File: src/rtl/encoder_value_bias_add_if.sv
// rtl/encoder_value_bias_add_if.sv - data_in/bias/data_out handshake bundle for encoder_value_bias_add
interface encoder_value_bias_add_if #(
    parameter int DATA_IN_PRECISION_0  = 16,
    parameter int BIAS_PRECISION_0     = 16,
    parameter int DATA_OUT_PRECISION_0 = 17,
    parameter int PARALLELISM          = 1
) ();
    logic [PARALLELISM-1:0][DATA_IN_PRECISION_0-1:0]  data_in;
    logic                                             data_in_valid;
    logic                                             data_in_ready;
    logic [PARALLELISM-1:0][BIAS_PRECISION_0-1:0]     bias;
    logic                                             bias_valid;
    logic                                             bias_ready;
    logic [PARALLELISM-1:0][DATA_OUT_PRECISION_0-1:0] data_out;
    logic                                             data_out_valid;
    logic                                             data_out_ready;
    logic                                             data_out_last;

    modport master (
        output data_in, data_in_valid, bias, bias_valid, data_out_ready,
        input  data_in_ready, bias_ready, data_out, data_out_valid, data_out_last
    );

    modport slave (
        input  data_in, data_in_valid, bias, bias_valid, data_out_ready,
        output data_in_ready, bias_ready, data_out, data_out_valid, data_out_last
    );
endinterface

File: src/rtl/encoder_value_bias_add.sv
// rtl/encoder_value_bias_add.sv - joins data_in with bias, adds aligned bias per lane; ENCODER_VALUE_BIAS_ADD_SAT_EN selects clamping
module encoder_value_bias_add #(
    parameter int DATA_IN_PRECISION_0  = 16,
    parameter int DATA_IN_PRECISION_1  = 8,
    parameter int BIAS_PRECISION_0     = 16,
    parameter int BIAS_PRECISION_1     = 3,
    parameter int DATA_OUT_PRECISION_0 = 17,
    parameter int PARALLELISM          = 1,
    parameter int TENSOR_SIZE_DIM_0    = 32
) (
    input logic                  clk,
    input logic                  rst,
    encoder_value_bias_add_if.slave bus
);
    localparam int DIN_W   = DATA_IN_PRECISION_0;
    localparam int BIAS_W  = BIAS_PRECISION_0;
    localparam int OUT_W   = DATA_OUT_PRECISION_0;
    localparam int SHIFT   = DATA_IN_PRECISION_1 - BIAS_PRECISION_1;
    localparam int SHIFT_U = (SHIFT < 0) ? 0 : SHIFT;
    localparam int ALIGN_W = BIAS_W + SHIFT_U;
    localparam int MAX_W   = (DIN_W > ALIGN_W) ? DIN_W : ALIGN_W;
    localparam int SUM_W   = MAX_W + 1;
    // One guard bit above both the full sum and the output width keeps every
    // sign extension below a non-zero replication.
    localparam int EXT_W   = ((SUM_W > OUT_W) ? SUM_W : OUT_W) + 1;
    localparam int DEPTH   = TENSOR_SIZE_DIM_0 / PARALLELISM;
    localparam int CNT_W   = (DEPTH > 1) ? $clog2(DEPTH) : 1;

    // A bias with more fractional bits than data_in cannot be aligned by a left shift.
    if (SHIFT < 0) begin : g_bad_shift
        $error("BIAS_PRECISION_1 must not exceed DATA_IN_PRECISION_1");
    end

    logic [OUT_W-1:0] lane_out [PARALLELISM];

    for (genvar i = 0; i < PARALLELISM; i++) begin : g_lane
        logic signed [EXT_W-1:0] din_ext;
        logic signed [EXT_W-1:0] bias_ext;
        logic signed [EXT_W-1:0] sum;

        assign din_ext  = {{(EXT_W-DIN_W){bus.data_in[i][DIN_W-1]}}, bus.data_in[i]};
        assign bias_ext = {{(EXT_W-BIAS_W){bus.bias[i][BIAS_W-1]}}, bus.bias[i]} <<< SHIFT_U;
        assign sum      = din_ext + bias_ext;

`ifdef ENCODER_VALUE_BIAS_ADD_SAT_EN
        localparam logic signed [EXT_W-1:0] SAT_MAX = {{(EXT_W-OUT_W+1){1'b0}}, {(OUT_W-1){1'b1}}};
        localparam logic signed [EXT_W-1:0] SAT_MIN = ~SAT_MAX;
        assign lane_out[i] = (sum > SAT_MAX) ? SAT_MAX[OUT_W-1:0] :
                             (sum < SAT_MIN) ? SAT_MIN[OUT_W-1:0] : sum[OUT_W-1:0];
`else
        // Two's complement wrap: the bits above the output width are dropped.
        logic unused_sum_hi;
        assign unused_sum_hi = ^sum[EXT_W-1:OUT_W];
        assign lane_out[i]   = sum[OUT_W-1:0];
`endif
    end

    logic [PARALLELISM-1:0][OUT_W-1:0] new_data;

    // Pack the per-lane results into one beat.
    always_comb begin
        new_data = '0;
        for (int i = 0; i < PARALLELISM; i++) begin
            new_data[i] = lane_out[i];
        end
    end

    logic [1:0]                        count;
    logic [PARALLELISM-1:0][OUT_W-1:0] head_data;
    logic [PARALLELISM-1:0][OUT_W-1:0] tail_data;
    logic                              head_last;
    logic                              tail_last;
    logic [CNT_W-1:0]                  beat_cnt;
    logic                              space;
    logic                              push;
    logic                              pop;
    logic                              new_last;

    // Space comes only from the held count, so input ready never sees data_out_ready.
    assign space    = (count != 2'd2);
    assign push     = bus.data_in_valid && bus.bias_valid && space && !rst;
    assign pop      = (count != 2'd0) && bus.data_out_ready;
    assign new_last = (beat_cnt == CNT_W'(DEPTH - 1));

    assign bus.data_in_ready  = bus.bias_valid && space && !rst;
    assign bus.bias_ready     = bus.data_in_valid && space && !rst;
    assign bus.data_out       = head_data;
    assign bus.data_out_valid = (count != 2'd0);
    assign bus.data_out_last  = head_last;

    // Two-entry skid buffer: head drives the outputs, tail catches a beat during a stall.
    always_ff @(posedge clk) begin
        if (rst) begin
            count     <= 2'd0;
            head_data <= '0;
            tail_data <= '0;
            head_last <= 1'b0;
            tail_last <= 1'b0;
            beat_cnt  <= '0;
        end else begin
            if (push) begin
                beat_cnt <= new_last ? '0 : beat_cnt + CNT_W'(1);
            end
            case ({push, pop})
                2'b10: begin
                    if (count == 2'd0) begin
                        head_data <= new_data;
                        head_last <= new_last;
                    end else begin
                        tail_data <= new_data;
                        tail_last <= new_last;
                    end
                    count <= count + 2'd1;
                end
                2'b01: begin
                    if (count == 2'd2) begin
                        head_data <= tail_data;
                        head_last <= tail_last;
                    end
                    count <= count - 2'd1;
                end
                2'b11: begin
                    // Push with pop only happens with one entry held: replace the head.
                    head_data <= new_data;
                    head_last <= new_last;
                end
                default: begin
                end
            endcase
        end
    end
endmodule

File: src/flat_wrapper.sv
// flat-port wrapper written by rule: the top's interface ports become plain ports
module encoder_value_bias_add_flat 
#(
    parameter int DATA_IN_PRECISION_0  = 16,
    parameter int DATA_IN_PRECISION_1  = 8,
    parameter int BIAS_PRECISION_0     = 16,
    parameter int BIAS_PRECISION_1     = 3,
    parameter int DATA_OUT_PRECISION_0 = 17,
    parameter int PARALLELISM          = 1,
    parameter int TENSOR_SIZE_DIM_0    = 32
)
  (clk, rst, bus_data_in, bus_data_in_valid, bus_bias, bus_bias_valid, bus_data_out_ready, bus_data_in_ready, bus_bias_ready, bus_data_out, bus_data_out_valid, bus_data_out_last);
  encoder_value_bias_add_if #(.DATA_IN_PRECISION_0(DATA_IN_PRECISION_0), .BIAS_PRECISION_0(BIAS_PRECISION_0), .DATA_OUT_PRECISION_0(DATA_OUT_PRECISION_0), .PARALLELISM(PARALLELISM)) bus_i ();
  input logic clk;
  input logic rst;
  input wire logic [$bits(bus_i.data_in)-1:0] bus_data_in;
  input wire logic [$bits(bus_i.data_in_valid)-1:0] bus_data_in_valid;
  input wire logic [$bits(bus_i.bias)-1:0] bus_bias;
  input wire logic [$bits(bus_i.bias_valid)-1:0] bus_bias_valid;
  input wire logic [$bits(bus_i.data_out_ready)-1:0] bus_data_out_ready;
  output wire logic [$bits(bus_i.data_in_ready)-1:0] bus_data_in_ready;
  output wire logic [$bits(bus_i.bias_ready)-1:0] bus_bias_ready;
  output wire logic [$bits(bus_i.data_out)-1:0] bus_data_out;
  output wire logic [$bits(bus_i.data_out_valid)-1:0] bus_data_out_valid;
  output wire logic [$bits(bus_i.data_out_last)-1:0] bus_data_out_last;
  assign bus_i.data_in = bus_data_in;
  assign bus_i.data_in_valid = bus_data_in_valid;
  assign bus_i.bias = bus_bias;
  assign bus_i.bias_valid = bus_bias_valid;
  assign bus_i.data_out_ready = bus_data_out_ready;
  assign bus_data_in_ready = bus_i.data_in_ready;
  assign bus_bias_ready = bus_i.bias_ready;
  assign bus_data_out = bus_i.data_out;
  assign bus_data_out_valid = bus_i.data_out_valid;
  assign bus_data_out_last = bus_i.data_out_last;
  encoder_value_bias_add #(.DATA_IN_PRECISION_0(DATA_IN_PRECISION_0), .DATA_IN_PRECISION_1(DATA_IN_PRECISION_1), .BIAS_PRECISION_0(BIAS_PRECISION_0), .BIAS_PRECISION_1(BIAS_PRECISION_1), .DATA_OUT_PRECISION_0(DATA_OUT_PRECISION_0), .PARALLELISM(PARALLELISM), .TENSOR_SIZE_DIM_0(TENSOR_SIZE_DIM_0)) u_core (.clk(clk), .rst(rst), .bus(bus_i));
endmodule
File: config.mk
export PLATFORM = sky130hd
export DESIGN_NAME = encoder_value_bias_add_flat
export DESIGN_NICKNAME = d
export VERILOG_FILES = /design/src/rtl/encoder_value_bias_add_if.sv /design/src/rtl/encoder_value_bias_add.sv /design/src/flat_wrapper.sv
export SDC_FILE = /design/constraint.sdc
export NUM_CORES = 1
export LEC_CHECK = 0
export BUFFER_PORTS_ARGS = -buffer_cell sky130_fd_sc_hd__clkbuf_2
export CAP_MARGIN = 20
export CORE_AREA = 2 2 74 76
export CTS_CLUSTER_SIZE = 24
export DETAILED_ROUTE_END_ITERATION = 16
export DIE_AREA = 0 0 76 78
export MAX_ROUTING_LAYER = met4
export PLACE_DENSITY = 0.77
export SETUP_SLACK_MARGIN = 0.02
export SLEW_MARGIN = 0
export SYNTH_ARGS = -nofsm -noshare
export SYNTH_HDL_FRONTEND = slang
export SYNTH_SLANG_ARGS = --single-unit
File: constraint.sdc
create_clock -name clk -period 3.4 [get_ports clk]
set_clock_uncertainty 0.2 [all_clocks]
set_input_delay 0.34 -clock clk [delete_from_list [all_inputs] [get_ports clk]]
set_output_delay 0.34 -clock clk [all_outputs]
set_load 0.03 [all_outputs]
# Word level (Yosys, flattened, before mapping)
# Cells that the tools add are included.
[totals]
regBits = 43
input_bits = 37
output_inout_bits = 21
wordCells = 42
[classes]
addsub = 4
eq_ne = 8
muxes = 8
n_bitwise = 1
n_reduce_logical = 15
[ops]
columns = ["cell", "n"]
rows = [
  ["one-hot mux 17 bit (3 select lines)", 1],
  ["2-to-1 mux 17 bit", 2],
  ["adder 16 x 17 -> 17 bit", 1],
  ["logical AND 1 bit", 8],
  ["equality test 2 bit (second input constant)", 3],
  ["adder 5 x 1 -> 5 bit (second input constant)", 1],
  ["equality test 5 bit (second input constant)", 1],
  ["2-to-1 mux 5 bit", 1],
  ["inequality test 2 x 1 -> 1 bit (second input constant)", 2],
  ["one-hot mux 2 bit (2 select lines)", 1],
  ["nonzero test 2 bit", 2],
  ["one-hot mux 1 bit (3 select lines)", 1],
  ["AND reduction 3 bit", 1],
  ["nonzero test 3 bit", 1],
  ["adder 2 x 1 -> 2 bit (second input constant)", 1],
  ["equality test 2 x 1 -> 1 bit (second input constant)", 1],
  ["logical NOT 2 bit", 1],
  ["2-to-1 mux 1 bit", 2],
  ["inequality test 2 bit (second input constant)", 1],
  ["AND reduction 2 bit", 1],
  ["subtractor 2 x 1 -> 2 bit (second input constant)", 1],
  ["logical NOT 1 bit", 1],
  ["inverter 1 bit", 1],
]

# Logic depth before layout (Yosys ltp)
[logic_depth]
ltp_word = 6
ltp_mapped = 10
mapped_depth_nobuf = 9

# Worst setup path after synthesis
# OpenSTA, ideal clock, no wires.
[synth_path]
path_kind = "reg2reg"
start = "register u_core.count[0]"
end = "register u_core.head_data (netlist bit u_core.bus.data_out[16])"
setup_time_ps = 128
arrival_ps = 2269
t_required_ps = 3072
path_slack_ps = 802
stages_incl_launch_ff = 11
n_path_buf = 1
synth_period_minus_slack_ps = 2598
cell_sequence = "dfxtp_1 or2_2 nand2_1 inv_1 ha_1 mux2_4 o22a_4 or2_1 buf_6 o311ai_1 a31oi_1"
[synth_via]
word_cells_on_any_way = 15
cone_classes = "eq/ne: 7; mux: 1; reduce/logical: 7"
[synth_rtl]
columns = ["element", "line", "text"]
rows = [
  ["start, declared", "encoder_value_bias_add.sv:68", "logic [1:0] count;"],
  ["start signal, assigned", "encoder_value_bias_add.sv:113", "count <= count + 2'd1;"],
  ["start signal, assigned", "encoder_value_bias_add.sv:120", "count <= count - 2'd1;"],
  ["nonzero test 2 bit (*)", "-", ""],
  ["via bus_data_out_valid", "flat_wrapper.sv:24", "output wire logic [$bits(bus_i.data_out_valid)-1:0] bus_data_out_valid;"],
  ["logical AND 1 bit (*)", "encoder_value_bias_add.sv:82", "assign pop = (count != 2'd0) && bus.data_out_ready;"],
  ["equality test 2 x 1 -> 1 bit / equality test 2 bit (equally long branches)", "encoder_value_bias_add.sv:104", "case ({push, pop})"],
  ["inequality test 2 x 1 -> 1 bit (no source line) / nonzero test 3 bit (equally long branches)", "-", ""],
  ["AND reduction 3 bit (no source line)", "-", ""],
  ["end signal, assigned", "encoder_value_bias_add.sv:107", "head_data <= new_data;"],
  ["end signal, assigned", "encoder_value_bias_add.sv:117", "head_data <= tail_data;"],
  ["end signal, assigned", "encoder_value_bias_add.sv:124", "head_data <= new_data;"],
  ["end, declared", "encoder_value_bias_add.sv:69", "logic [PARALLELISM-1:0][OUT_W-1:0] head_data;"],
]
# The timed path passes the listed nets; every way through them passes the cells marked *.
# A chain may end at the register's enable or synchronous reset.

# Worst setup path after layout
[layout_path]
start = "register u_core.count[1]"
end = "register u_core.head_data (netlist bit u_core.bus.data_out[14])"
[layout_via]
elab_chain_cells = 6
word_cells_on_any_way = 15
cone_classes = "eq/ne: 7; mux: 1; reduce/logical: 7"
[layout_lines]
columns = ["element", "line", "text"]
rows = [
  ["inequality test 2 bit (*)", "encoder_value_bias_add.sv:80", "assign space = (count != 2'd2);"],
  ["logical AND 1 bit (*) (2 in series)", "encoder_value_bias_add.sv:81", "assign push = bus.data_in_valid && bus.bias_valid && space && !rst;"],
  ["via u_core.push", "encoder_value_bias_add.sv:75", "logic push;"],
  ["equality test 2 x 1 -> 1 bit / equality test 2 bit (equally long branches)", "encoder_value_bias_add.sv:104", ""],
  ["inequality test 2 x 1 -> 1 bit (no source line) / nonzero test 3 bit (equally long branches)", "-", ""],
  ["AND reduction 3 bit (no source line)", "-", ""],
]
# Marked as above.

==> flow_summary.json <==
{
  "synthDistinctLibCells": 53,
  "mappedNetlistArea_um2": 2460,
  "p_int_mw": 1.04,
  "min-delay-start": "bus_data_in[1]",
  "synth_edf_count": 0,
  "finalHoldViolations": 0,
  "ant_nets": 0,
  "wire_per_inst_um": 12.9,
  "top_usage_layer": "met2",
  "clock-sinks": 43,
  "p_sw_mw": 0.534,
  "drive_gt1_frac": 0.224,
  "synth_seq_cells": 43,
  "cts_resized": 0,
  "grt_util_met1": 0.235,
  "finalNetCount": 396,
  "synth_top_family_by_area": "simple AND/OR/NAND/NOR gates",
  "yosys.area_share.simple": 0.226,
  "hold_depth": 3,
  "setup_tns_ns": 0,
  "period_share": 0.830,
  "dp_hpwl_um": 3940,
  "root_buffer": "clkbuf_8",
  "clkLatencyLatePin_ns": 0.30,
  "clk_path_buf_depth": 2,
  "met2_usage": 0.309,
  "outcome": "complete, no violations",
  "critical_path_class": "register to register",
  "final_area_um2": 2920,
  "io_buffer_count": 53,
  "grt_start_max_net_pins": 42,
  "hold_buffers": 0,
  "cts_tree": "done",
  "netlist_instances": 292,
  "critPathMaxFanout": 26,
  "fp.dieH_um": 78,
  "setup_violations": 0,
  "p_leak_nw": 1.22,
  "r2r_end": "u_core.bus.data_out[14]",
  "syn_avg_cell_area_um2": 8.44,
  "synthFlopType": "dfxtp_1",
  "drc": 0,
  "muxShareOfSynthArea": 0.0513,
  "n_antenna_cell": 0,
  "slew_violations": 0,
  "hold_end": "u_core.tail_data[1]",
  "power_frac_comb": 0.326,
  "place.gp.congestion": 0.792,
  "setup_ws_ns": 0.577,
  "die_width_um": 76,
  "r2r_start": "u_core.count[1]",
  "max-cap-violations": 0,
  "utilization": 0.578,
  "drt_wl_total_um": 5340,
  "yosys_warnings": 0,
  "synth_async_sr_flop_share": 0,
  "dieArea_um2": 5930,
  "postCtsSetupRepairBufs": 0,
  "rrSetupSlack_ns": 0.58,
  "grt_pass1_wl_um": 9060,
  "vias": 2243,
  "cp-end-kind": "register",
  "syn-num-nets": 346,
  "start_util": 0.489,
  "synth_fa_ha_area_frac": 0.0893,
  "rsz0062_at_grt": "false",
  "antenna_found_initial": 0,
  "pre_cts_slack_ns": 0.590,
  "fin_crit_ns": 2.82,
  "cp.required_ns": 3.41,
  "maxSlewHeadroom": 0.703,
  "synth_compound_area_frac": 0.209,
  "start_kind": "register",
  "clock_power_share": 0.298,
  "core_um2": 5040,
  "synth_xor_area_frac": 0.0320,
  "timing.fmax_ghz": 0.354,
  "initialDrtViolationCount": 59,
  "seq_power_share": 0.377,
  "p_per_area_nw_per_um2": 540,
  "cp.arrival_ns": 2.83,
  "via_per_inst": 5.43,
  "grt_overflow_total": 0,
  "firstDrtPassIters": 4,
  "num_rows": 26,
  "ys_seq_area_frac": 0.349,
  "cts_htree_levels": 2,
  "grt_pass1_vias": 2029,
  "swShare": 0.339,
  "crit_start": "u_core.count[1]",
  "area_growth_pct": 18.3,
  "gr-usage-met3": 0.0453,
  "io_pins": 58,
  "placed_area_um2": 2780,
  "path_clk_slew_ns": 0.08,
  "vdd_drop_max_mv": 0.237,
  "holdWs_ns": 0.0793,
  "cts-buffers-inserted": 5,
  "r2r_cells": 10,
  "grt.total_usage": 0.192,
  "worst_pin_slew_ns": 0.434,
  "hold_class": "input port to register"
}
## critical path, cell delays in order (launching register included)
cell	delay [ns]
dfxtp_1	0.42
or2b_1	0.28
nand4_2	0.18
inv_1	0.12
ha_1	0.26
mux2_4	0.28
o22a_4	0.23
nor2_4	0.07
buf_4	0.26
o21ai_0	0.13
a221oi_1	0.29
## cell type report
class                   instances  area (um2)
clock inverters                 2        60.1
flip-flops and latches         43         861
repair buffers                 59         310
well taps                      70        87.6
inverters                       7        26.3
multi-input cells             226        1500
clock buffers                   6        72.6
fillers                       493        2130
## through the flow
step | instances | power [mW]
after detailed placement | 405 | 1.12
after CTS | 413 | 1.59
after global routing | 413 | 1.67
final | 413 | 1.57
after floorplan | 292 | 0.991
after global placement | 405 | 1.11
## state kept, by name, summed over array words and instances, names as in the netlist
register,count
u_core.bus.data_out,17
u_core.tail_data,17
u_core.beat_cnt,5
u_core.count,2
u_core.bus.data_out_last,1
u_core.tail_last,1
## placed cells by master, fill, tap and decap left out, drive strengths merged, types with 6 or more instances in the layout
cell type | netlist | routed
buf | 6 | 6
or4 | 6 | 6
and3 | 7 | 7
ha | 16 | 16
nor2 | 19 | 19
clkbuf | 10 | 59
nand2 | 41 | 41
a211oi | 15 | 15
nand3 | 11 | 11
dfxtp | 43 | 43
o21ai | 11 | 11
inv | 7 | 7
xor2 | 6 | 6
a21oi | 28 | 28
mux2i | 10 | 10
## cell usage after synthesis (5+ instances only)
| cell type | count | area share |
|---|---|---|
| dfxtp_1 | 43 | 0.35 |
| nand2_1 | 41 | 0.062 |
| a21oi_1 | 28 | 0.057 |
| nor2_1 | 18 | 0.027 |
| ha_1 | 16 | 0.081 |
| a211oi_1 | 15 | 0.046 |
| nand3_1 | 11 | 0.022 |
| clkbuf_1 | 10 | 0.015 |
| mux2i_1 | 10 | 0.041 |
| o21ai_0 | 10 | 0.020 |
| and3_1 | 7 | 0.018 |
| inv_1 | 7 | 0.011 |
| xor2_1 | 6 | 0.021 |
| a21o_1 | 5 | 0.015 |
| nor3b_1 | 5 | 0.015 |
## worst max-delay path by stage
stage | to | slack, ns | depth (start not counted)
global placement | u_core.bus.data_out[14] | 0.65 | 10
detailed placement | u_core.bus.data_out[14] | 0.59 | 10
finish | u_core.bus.data_out[14] | 0.58 | 10
global route | u_core.bus.data_out[14] | 0.37 | 10
CTS | u_core.bus.data_out[14] | 0.58 | 10
floorplan | u_core.bus.data_out[16] | 0.80 | 10
## kinds of logic after synthesis
logic type | Yosys count
mux | 12
simple gates | 109
flops | 43
compound gates | 79
xor+xnor | 9
fa+ha+maj | 17
buf+inv | 23
## layer usage
| metal | part of all wire | vias up |
|---|---|---|
| met3 | 0.057 | 4 |
| met2 | 0.47 | 71 |
| met1 | 0.46 | 1000 |
| met5 | 0 | - |
| met4 | 0.0069 | 0 |
| li1 | - | 1168 |
## power by group through the flow
| stage | clock network (mW) | logic (mW) | registers [mW] |
|---|---|---|---|
| 3_3_place_gp | 0 | 0.506 | 0.604 |
| 4_1_cts | 0.477 | 0.516 | 0.594 |
| 2_1_floorplan | 0 | 0.308 | 0.683 |
| 5_1_grt | 0.499 | 0.567 | 0.601 |
| 3_5_place_dp | 0 | 0.514 | 0.606 |
| 6_report | 0.468 | 0.512 | 0.593 |
Note: power is estimated with default switching activity, not from simulation.
